<file path="src/rtl/spi_frame_decoder.sv">
// SPI mode-0 receive stage: assembles 16-bit frames and commits writes into five PWM control registers.
// Optional SPI_FRAME_ERR_EN adds frame_err / err_count outputs for discarded frames.
module spi_frame_decoder #(
    parameter int MAX_ADDR   = 4,
    parameter int FRAME_BITS = 16
) (
    input  logic       clk,
    input  logic       rst,
    input  logic       sclk_sync,
    input  logic       copi_sync,
    input  logic       ncs_sync,
    output logic [7:0] en_reg_out_7_0,
    output logic [7:0] en_reg_out_15_8,
    output logic [7:0] en_reg_pwm_7_0,
    output logic [7:0] en_reg_pwm_15_8,
`ifdef SPI_FRAME_ERR_EN
    output logic       frame_err,
    output logic [7:0] err_count,
`endif
    output logic [7:0] pwm_duty_cycle
);

    localparam logic [1:0] IDLE   = 2'd0;
    localparam logic [1:0] SHIFT  = 2'd1;
    localparam logic [1:0] COMMIT = 2'd2;

    localparam logic [4:0] CNT_FULL = 5'(FRAME_BITS);
    localparam logic [4:0] CNT_SAT  = 5'(FRAME_BITS + 1);
    // Only five physical registers exist, so clamp the writable range to them.
    localparam logic [6:0] WR_LIMIT = (MAX_ADDR < 4) ? 7'(MAX_ADDR) : 7'd4;

    logic [1:0]  state_q, state_d;
    logic [15:0] shreg_q, shreg_d;
    logic [4:0]  cnt_q, cnt_d;
    logic        sclkPrev_q, ncsPrev_q;
    logic [7:0]  regs_q [0:4];

    logic        sclkRise, ncsFall, ncsRise;
    logic        isFull, wrEn;
    logic [6:0]  addr;

    assign sclkRise = !sclkPrev_q && sclk_sync;
    assign ncsFall  = ncsPrev_q && !ncs_sync;
    assign ncsRise  = !ncsPrev_q && ncs_sync;

    assign addr   = shreg_q[14:8];
    assign isFull = (cnt_q == CNT_FULL);
    assign wrEn   = (state_q == COMMIT) && isFull && shreg_q[15] && (addr <= WR_LIMIT);

    always_comb begin
        state_d = state_q;
        shreg_d = shreg_q;
        cnt_d   = cnt_q;
        case (state_q)
            IDLE: begin
                if (ncsFall) begin
                    shreg_d = 16'h0000;
                    cnt_d   = 5'd0;
                    state_d = SHIFT;
                end
            end
            SHIFT: begin
                if (ncsRise) begin
                    state_d = COMMIT;
                end else if (sclkRise && !ncs_sync) begin
                    shreg_d = {shreg_q[14:0], copi_sync};
                    if (cnt_q != CNT_SAT) begin
                        cnt_d = cnt_q + 5'd1;
                    end
                end
            end
            COMMIT:  state_d = IDLE;
            default: state_d = IDLE;
        endcase
    end

    always_ff @(posedge clk) begin
        if (rst) begin
            state_q    <= IDLE;
            shreg_q    <= 16'h0000;
            cnt_q      <= 5'd0;
            sclkPrev_q <= 1'b0;
            ncsPrev_q  <= 1'b1;
        end else begin
            state_q    <= state_d;
            shreg_q    <= shreg_d;
            cnt_q      <= cnt_d;
            sclkPrev_q <= sclk_sync;
            ncsPrev_q  <= ncs_sync;
        end
    end

    always_ff @(posedge clk) begin
        if (rst) begin
            for (int i = 0; i < 5; i++) begin
                regs_q[i] <= 8'h00;
            end
        end else begin
            for (int i = 0; i < 5; i++) begin
                if (wrEn && (addr == 7'(i))) begin
                    regs_q[i] <= shreg_q[7:0];
                end
            end
        end
    end

    assign en_reg_out_7_0  = regs_q[0];
    assign en_reg_out_15_8 = regs_q[1];
    assign en_reg_pwm_7_0  = regs_q[2];
    assign en_reg_pwm_15_8 = regs_q[3];
    assign pwm_duty_cycle  = regs_q[4];

`ifdef SPI_FRAME_ERR_EN
    logic       errPulse;
    logic [7:0] errCount_q;

    // Well-formed read frames are legitimate traffic, not errors.
    assign errPulse = (state_q == COMMIT) && !wrEn && !(isFull && !shreg_q[15]);

    always_ff @(posedge clk) begin
        if (rst) begin
            errCount_q <= 8'h00;
        end else if (errPulse && (errCount_q != 8'hFF)) begin
            errCount_q <= errCount_q + 8'h01;
        end
    end

    assign frame_err = errPulse;
    assign err_count = errCount_q;
`endif

endmodule

</file>
<file path="config.mk">
export PLATFORM = sky130hd
export DESIGN_NAME = spi_frame_decoder
export DESIGN_NICKNAME = d
export VERILOG_FILES = /design/src/rtl/spi_frame_decoder.sv
export SDC_FILE = /design/constraint.sdc
export NUM_CORES = 1
export LEC_CHECK = 0
export CORE_UTILIZATION = 56
export CTS_BUF_LIST = sky130_fd_sc_hd__clkbuf_4 sky130_fd_sc_hd__clkbuf_8 sky130_fd_sc_hd__clkbuf_16
export DETAILED_ROUTE_END_ITERATION = 8
export MAX_ROUTING_LAYER = met4
export PLACE_DENSITY_LB_ADDON = 0.2
export SETUP_SLACK_MARGIN = 0.2
export SYNTH_ARGS = -nofsm -noshare
export SYNTH_HDL_FRONTEND = slang
export SYNTH_SLANG_ARGS = --single-unit
</file>
<file path="constraint.sdc">
create_clock -name clk -period 4.35 [get_ports clk]
set_clock_uncertainty 0.05 [all_clocks]
set_input_delay 0.87 -clock clk [delete_from_list [all_inputs] [get_ports clk]]
set_output_delay 0.87 -clock clk [all_outputs]
set_load 0.02 [all_outputs]
</file>
Word-level counts from Yosys, hierarchy flattened. Memory sizes are Yosys's and may differ from the RTL's. Index checks and enable logic that the tools add are counted.

Bits of input ports: 5. ROM bits: 0. Memories kept: 1. Output and inout port bits: 40. Memory bits (writable): 40. Register bits after elaboration: 25. Logic and storage cells: 81. Bits in latches: 0.

Muxes and demuxes: 34. Bitwise operators: 5. Reductions and logical operators: 21. Magnitude comparators: 1. Divide/modulo/power cells: 0. Shift-type cells: 0. $mul: 0. Eq/ne operators: 13. Add/sub/neg operators: 1.

Memory list: regs_q (words 5, width 8, read ports 5, clocked after Yosys merged registers in 0, wr ports 5, line 36) `logic [7:0] regs_q [0:4];`.

Operators with widths (number): 16-bit two-way mux (3); 8-bit two-way mux (5); 16-bit one-hot mux with 2 select lines (1); 5-bit two-way mux (4); 1-bit two-way mux (17); 7-bit by 2-bit == test with 1-bit output, second input constant (2); 1-bit logical AND (12); 2-bit inequality test, second input constant (5); 5-bit one-hot mux with 2 select lines (1); 7-bit by 1-bit == test with 1-bit output, second input constant (1); 7-bit by 3-bit == test with 1-bit output, second input constant (1); 7-bit by 3-bit <= comparator with 1-bit output, second input constant (1); 7-bit zero test (1); 5-bit by 1-bit adder with 5-bit output, second input constant (1); 5-bit == test, second input constant (1); 5-bit inequality test, second input constant (1); 1-bit OR (5); 5-bit AND reduction (1); 2-bit two-way mux (2); 2-bit one-hot mux with 2 select lines (1); 4-bit AND reduction (1); 1-bit zero test (3); 2-bit by 1-bit == test with 1-bit output, second input constant (1); 2-bit == test, second input constant (1); other kinds (3) (3).

Longest topological paths before layout. Gate-level depths: netlist of the first run.

Depth after elaboration: 9. Depth in mapped cells: 6. Depth with buffers taken out: 5.

Worst setup path before layout of the first run. OpenSTA, ideal clock, no wires.

Path kind: flip-flop to flip-flop. From: reg cnt_q[0]. To: mem regs_q[0][0], enable pin. Cell stages (with the launch flop): 6. Data arrival time: 1.910 ns. Buffers on the path: 0. Path slack: 1.992 ns. Setup time: 0.398 ns. Period minus slack after synthesis: 2.358 ns. Data required time: 3.902 ns. Path through: dfxtp_1 > inv_1 > ha_1 > nor4bb_1 > nand4_1 > o41ai_1.

RTL lines: start, declared (line 34) `logic [4:0] cnt_q, cnt_d;`; start signal, assigned (line 87) `cnt_q <= cnt_d;`; end, declared (line 36).

==> results of run 1 <==
==> registers in the layout, summed over array words and instances, names as in the netlist <==
| register | flops |
|---|---|
| state_q | 2 |
| shreg_q | 16 |
| regs_q | 40 |
| sclkPrev_q | 1 |
| ncsPrev_q | 1 |
| cnt_q | 5 |
==> worst paths after layout <==
| path | slack, ns | start | endpoint | depth (start not counted) |
|---|---|---|---|---|
| worst max-delay path | 1.34 | cnt_q[0] | regs_q[0][19] | 5 |
| worst min-delay path | 0.42 | shreg_q[3] | shreg_q[3] | 2 |
| worst max register to register | 1.34 | cnt_q[0] | regs_q[0][19] | 5 |
| worst min register to register | 0.42 | shreg_q[3] | shreg_q[3] | 2 |
==> routing by layer <==
metal,up-vias,track usage,share of wire,wire length (um)
met3,5,0.0722,0.059,293
met4,0,0.0733,0.0099,49
met5,-,-,0,0
li1,837,-,-,-
met1,855,0.268,0.43,2130
met2,70,0.358,0.50,2480
==> worst max-delay path: stages, from the launching register on <==
cell and delay (ns):
dfxtp_1 0.36, inv_1 0.10, ha_1 0.16, nor4bb_1 0.27, nand4_1 0.52, o21ai_0 1.16
==> power groups by stage <==
stage | logic [mW] | clock network [mW] | registers, mW
2_1_floorplan | 0.0351 | 0 | 0.720
3_3_place_gp | 0.101 | 0 | 0.698
3_5_place_dp | 0.102 | 0 | 0.700
4_1_cts | 0.103 | 0.674 | 0.687
5_1_grt | 0.108 | 0.700 | 0.689
6_report | 0.102 | 0.663 | 0.687
==> logic make-up after synthesis <==
family	after synthesis	share of synthesized area
muxes	3	0.0115
adders and majority gates	3	0.0144
DFF	65	0.654
AOI/OAI and AO/OA	44	0.127
buffers and inverters	29	0.0524
and+or+nand+nor	58	0.141
==> cell type report <==
class                   instances  share of cell area
clock buffers                   9              0.0374
multi-input cells             108               0.235
repair buffers                 46               0.138
flip-flops and latches         65               0.514
well taps                      52              0.0196
clock inverters                 7              0.0427
inverters                      12              0.0136
==> cell usage in the layout, fill, tap and decap left out, types with 2 or more instances in the layout <==
cell type	netlist	routed
edfxtp_1	40	40
mux2i_1	3	3
nor2_1	3	3
inv_1	12	12
dfxtp_1	25	25
nand3_1	5	5
o31ai_1	3	3
a21oi_1	18	18
nor4bb_1	3	3
o41ai_2	0	2
buf_4	0	2
bufinv_16	0	4
clkdlybuf4s50_1	0	44
o211ai_1	6	6
o211ai_2	10	10
clkbuf_8	0	9
nand3b_1	8	8
ha_1	3	3
or4_1	2	2
or3_1	9	9
nand2_1	9	9
o21ai_0	3	3
nor3_1	8	8
==> impl_metrics.yaml, run 1 <==
place:
  dpl.hpwl_um: 3420
  portBuffers: 44
  routabilityCongestion: 0.741
  place_ws_ns: 1.11
  dpl_cell_area_um2: 3050
  placedCellCount: 283
cells_and_area:
  stdcell_count: 299
  antennaDiodeCount: 0
  utilization: 0.750
  seq_area_um2: 1700
  drive_gt1_frac: 0.130
  n_fill_cell: 277
  stdcell_area_um2: 3310
  syn_to_final_growth_pct: 27.3
  multiInputGateArea_um2: 779
  fin_nets: 250
yosys:
  yosys-top-cells-area: "edfxtp_1 46%, dfxtp_1 19%, o211ai_2 4.8%"
  synth.avg_cell_area_um2: 12.9
  synth_top_area_frac: 0.462
  yosysMostFrequentCell: "edfxtp_1"
  synth_flop_cell: "edfxtp_1"
  synth_edf_count: 40
  yosys_warnings: 0
  synth_top_area_cell: "edfxtp_1"
  syn_nets: 210
  synth_cells: 202
  syn_area_um2: 2600
  ys_ff_latch: 65
  synth_cell_type_count: 35
  async_reset_ff_frac: 0
  synth_top_cells_by_count: "40 x edfxtp_1, 25 x dfxtp_1, 18 x a21oi_1, 12 x inv_1"
  yosysSeqAreaShare: 0.654
global_route:
  grt_pass1_wl_um: 8110
  antenna_found_initial: 0
  grt_max_degree: 36
  grt_pass1_vias: 1654
  grt_usage: 0.223
  grt.overflow.total: 0
power_and_ir_drop:
  p_seq_frac: 0.473
  netSwitchingPower_uw: 297
  total_power_mw: 1.45
  p_per_area_nw_per_um2: 438
  clkPwrFrac: 0.457
  vdd_drop_max_uv: 261
  swShare: 0.204
  p_comb_frac: 0.070
  p_leak_nw: 1.05
  power.internal_mw: 1.16
timing:
  max_slew_margin: 0.174
  maxSlewViolCount: 0
  finalSetupTns_ns: 0
  final_hold_viol_count: 0
  tightest_slew_ns: 1.23
  timing.final.crit_share: 0.692
  rsz0062_at_grt: "no"
  timing.final.ws_setup_ns: 1.34
  fmax_mhz: 332
  finalCriticalPeriod_ns: 3.01
  holdWs_ns: 0.423
  setup_viol: 0
clock_network:
  cts_tree: "yes"
  cts.sinks: 65
  cts_setup_buffers: 0
  clkTransAtPathRegs_ns: 0.07
  cts_buffers: 9
  insertion_delay_ns: 0.33
  root_buffer: "clkbuf_8"
  cts_hold_buf: 0
  ctsResizeCount: 0
  cts_buffer_depth: 2
  cts_max_level: 3
drt:
  vias: 1767
  totalWireLength_um: 4950
  route.detailed.drc: 0
  antenna_left: 0
  drtIter0Drc: 90
  drt-pass1-iter-count: 5
  avgViaCountPerCell: 5.91
  wl_per_cell_um: 16.6
floorplan:
  coreArea_um2: 4410
  chipHeight_um: 70.2
  rows: 24
  die-area_um2: 4920
  io-pin-count: 45
  start_util: 0.590
  fp.dieW_um: 70.2
worst_setup_path:
  critPathLaunchType: "flip-flop"
  arrival_ns: 2.90
  crit_required_ns: 4.24
  cp_max_fo: 13
  path_class: "reg2reg"
  endpoint_kind: "flip-flop"
min_path:
  hp-class: "reg2reg"
status:
  status: "completed"
job:
  maxCapViolCount: 0
Power figures use the tool's default switching activity.
==> run 2, diff against run 1 <==
- CORE_UTILIZATION: 56 -> 47
- clock period: 4.35 -> 2.5 ns (I/O delays scaled with it)
==> run 2 against run 1 <==
Compared with the run above:
- register-to-register slack lost 0.86 ns
- core utilization shrank 10 points
- non-clock buffer count grew 11
- highest routed layer unchanged
- largest cell class unchanged
- total power grew 63%
- global-route usage shrank 4.4 points
- combinational power grew 94%
- critical path depth grew 2
- sequential share of layout area shrank 1.0 points
- final area grew 2.1%
==> impl_metrics.yaml, run 2 (synthesis results as in run 1) <==
status:
  status: "completed"
clock_network:
  clkTransAtPathRegs_ns: 0.07
  cts_buffers: 9
  cts_hold_buf: 0
  cts_setup_buffers: 0
  cts_max_level: 3
  cts.sinks: 65
  cts_tree: "yes"
  insertion_delay_ns: 0.34
  root_buffer: "clkbuf_8"
  ctsResizeCount: 0
  cts_buffer_depth: 2
drt:
  drt-pass1-iter-count: 4
  antenna_left: 0
  totalWireLength_um: 4620
  vias: 1712
  avgViaCountPerCell: 5.22
  route.detailed.drc: 0
  drtIter0Drc: 55
  wl_per_cell_um: 14.1
place:
  portBuffers: 44
  place_ws_ns: 0.382
  dpl_cell_area_um2: 3150
  routabilityCongestion: 0.748
  placedCellCount: 312
  dpl.hpwl_um: 3010
timing:
  maxSlewViolCount: 0
  final_hold_viol_count: 0
  max_slew_margin: 0.647
  fmax_mhz: 494
  tightest_slew_ns: 0.525
  timing.final.crit_share: 0.809
  finalSetupTns_ns: 0
  timing.final.ws_setup_ns: 0.477
  rsz0062_at_grt: "no"
  setup_viol: 0
  holdWs_ns: 0.421
  finalCriticalPeriod_ns: 2.02
cells_and_area:
  top_regs: "regs_q: 40 flops, shreg_q: 16 flops, cnt_q: 5 flops"
  regMostFlops: "regs_q"
  final_cell_mix: "44 x clkdlybuf4s50_1, 40 x edfxtp_1, 25 x dfxtp_1"
  utilization: 0.650
  seq_area_um2: 1700
  syn_to_final_growth_pct: 29.9
  drive_gt1_frac: 0.171
  mostFrequentLayoutCell: "clkdlybuf4s50_1"
  stdcell_count: 328
  antennaDiodeCount: 0
  multiInputGateArea_um2: 779
  stdcell_area_um2: 3380
  largest_reg_flops: 40
  fin_nets: 261
  n_fill_cell: 424
min_path:
  min_to: "shreg_q[4]"
  hp-class: "reg2reg"
  min_from: "shreg_q[4]"
  hold_depth: 2
worst_setup_path:
  path_class: "reg2reg"
  r2r-end: "regs_q[0][28]"
  crit_required_ns: 2.49
  r2r_start: "cnt_q[0]"
  arrival_ns: 2.02
  endpoint_kind: "flip-flop"
  rr_worst_depth: 7
  critPathLaunchType: "flip-flop"
  reg2reg_slack_ns: 0.48
  cp_max_fo: 13
global_route:
  grt_max_degree: 35
  grt_pass1_wl_um: 7690
  grt_pass1_vias: 1568
  antenna_found_initial: 0
  grt.overflow.total: 0
  grt_usage: 0.179
floorplan:
  chipHeight_um: 76.4
  fp.dieW_um: 76.4
  coreArea_um2: 5200
  io-pin-count: 45
  rows: 26
  die-area_um2: 5840
  start_util: 0.500
power_and_ir_drop:
  vdd_drop_max_uv: 427
  total_power_mw: 2.36
  p_per_area_nw_per_um2: 698
  p_leak_nw: 1.08
job:
  maxCapViolCount: 0
-- run 2: critical path, stage by stage, from the launching register on --
cell,delay (ns)
dfxtp_1,0.35
inv_1,0.09
ha_1,0.14
nor4bb_1,0.28
nand4_1,0.14
buf_4,0.22
o31ai_1,0.23
buf_4,0.22
-- run 2: where the power goes --
group | internal, mW | leakage (nW) | switching (mW)
Combinational | 0.0847 | 0.391 | 0.114
Sequential | 1.17 | 0.582 | 0.0127
Clock | 0.589 | 0.105 | 0.391
-- run 2: worst max path at each step --
| stage | endpoint | cells after the start | startpoint | slack, ns |
|---|---|---|---|---|
| after floorplan | regs_q[0][0] | 5 | cnt_q[0] | 0.14 |
| after global placement | shreg_q[12] | 5 | ncs_sync | 0.42 |
| after detailed placement | shreg_q[7] | 5 | ncs_sync | 0.38 |
| after CTS | regs_q[0][22] | 6 | cnt_q[0] | 0.47 |
| after global routing | regs_q[0][36] | 7 | cnt_q[0] | 0.32 |
| final | regs_q[0][28] | 7 | cnt_q[0] | 0.48 |
-- run 2: final cells by class --
cell class,count,share of cell area
inverters,12,0.0133
clock inverters,6,0.0270
multi-input cells,108,0.231
flip-flops and latches,65,0.503
repair buffers,57,0.159
well taps,70,0.0259
clock buffers,10,0.0407
-- run 2: routing by layer --
metal / routed length, um / track usage
met1: 2180 / 0.225
met2: 2170 / 0.265
met3: 177 / 0.0395
met4: 91 / 0.110
met5: 0 / -
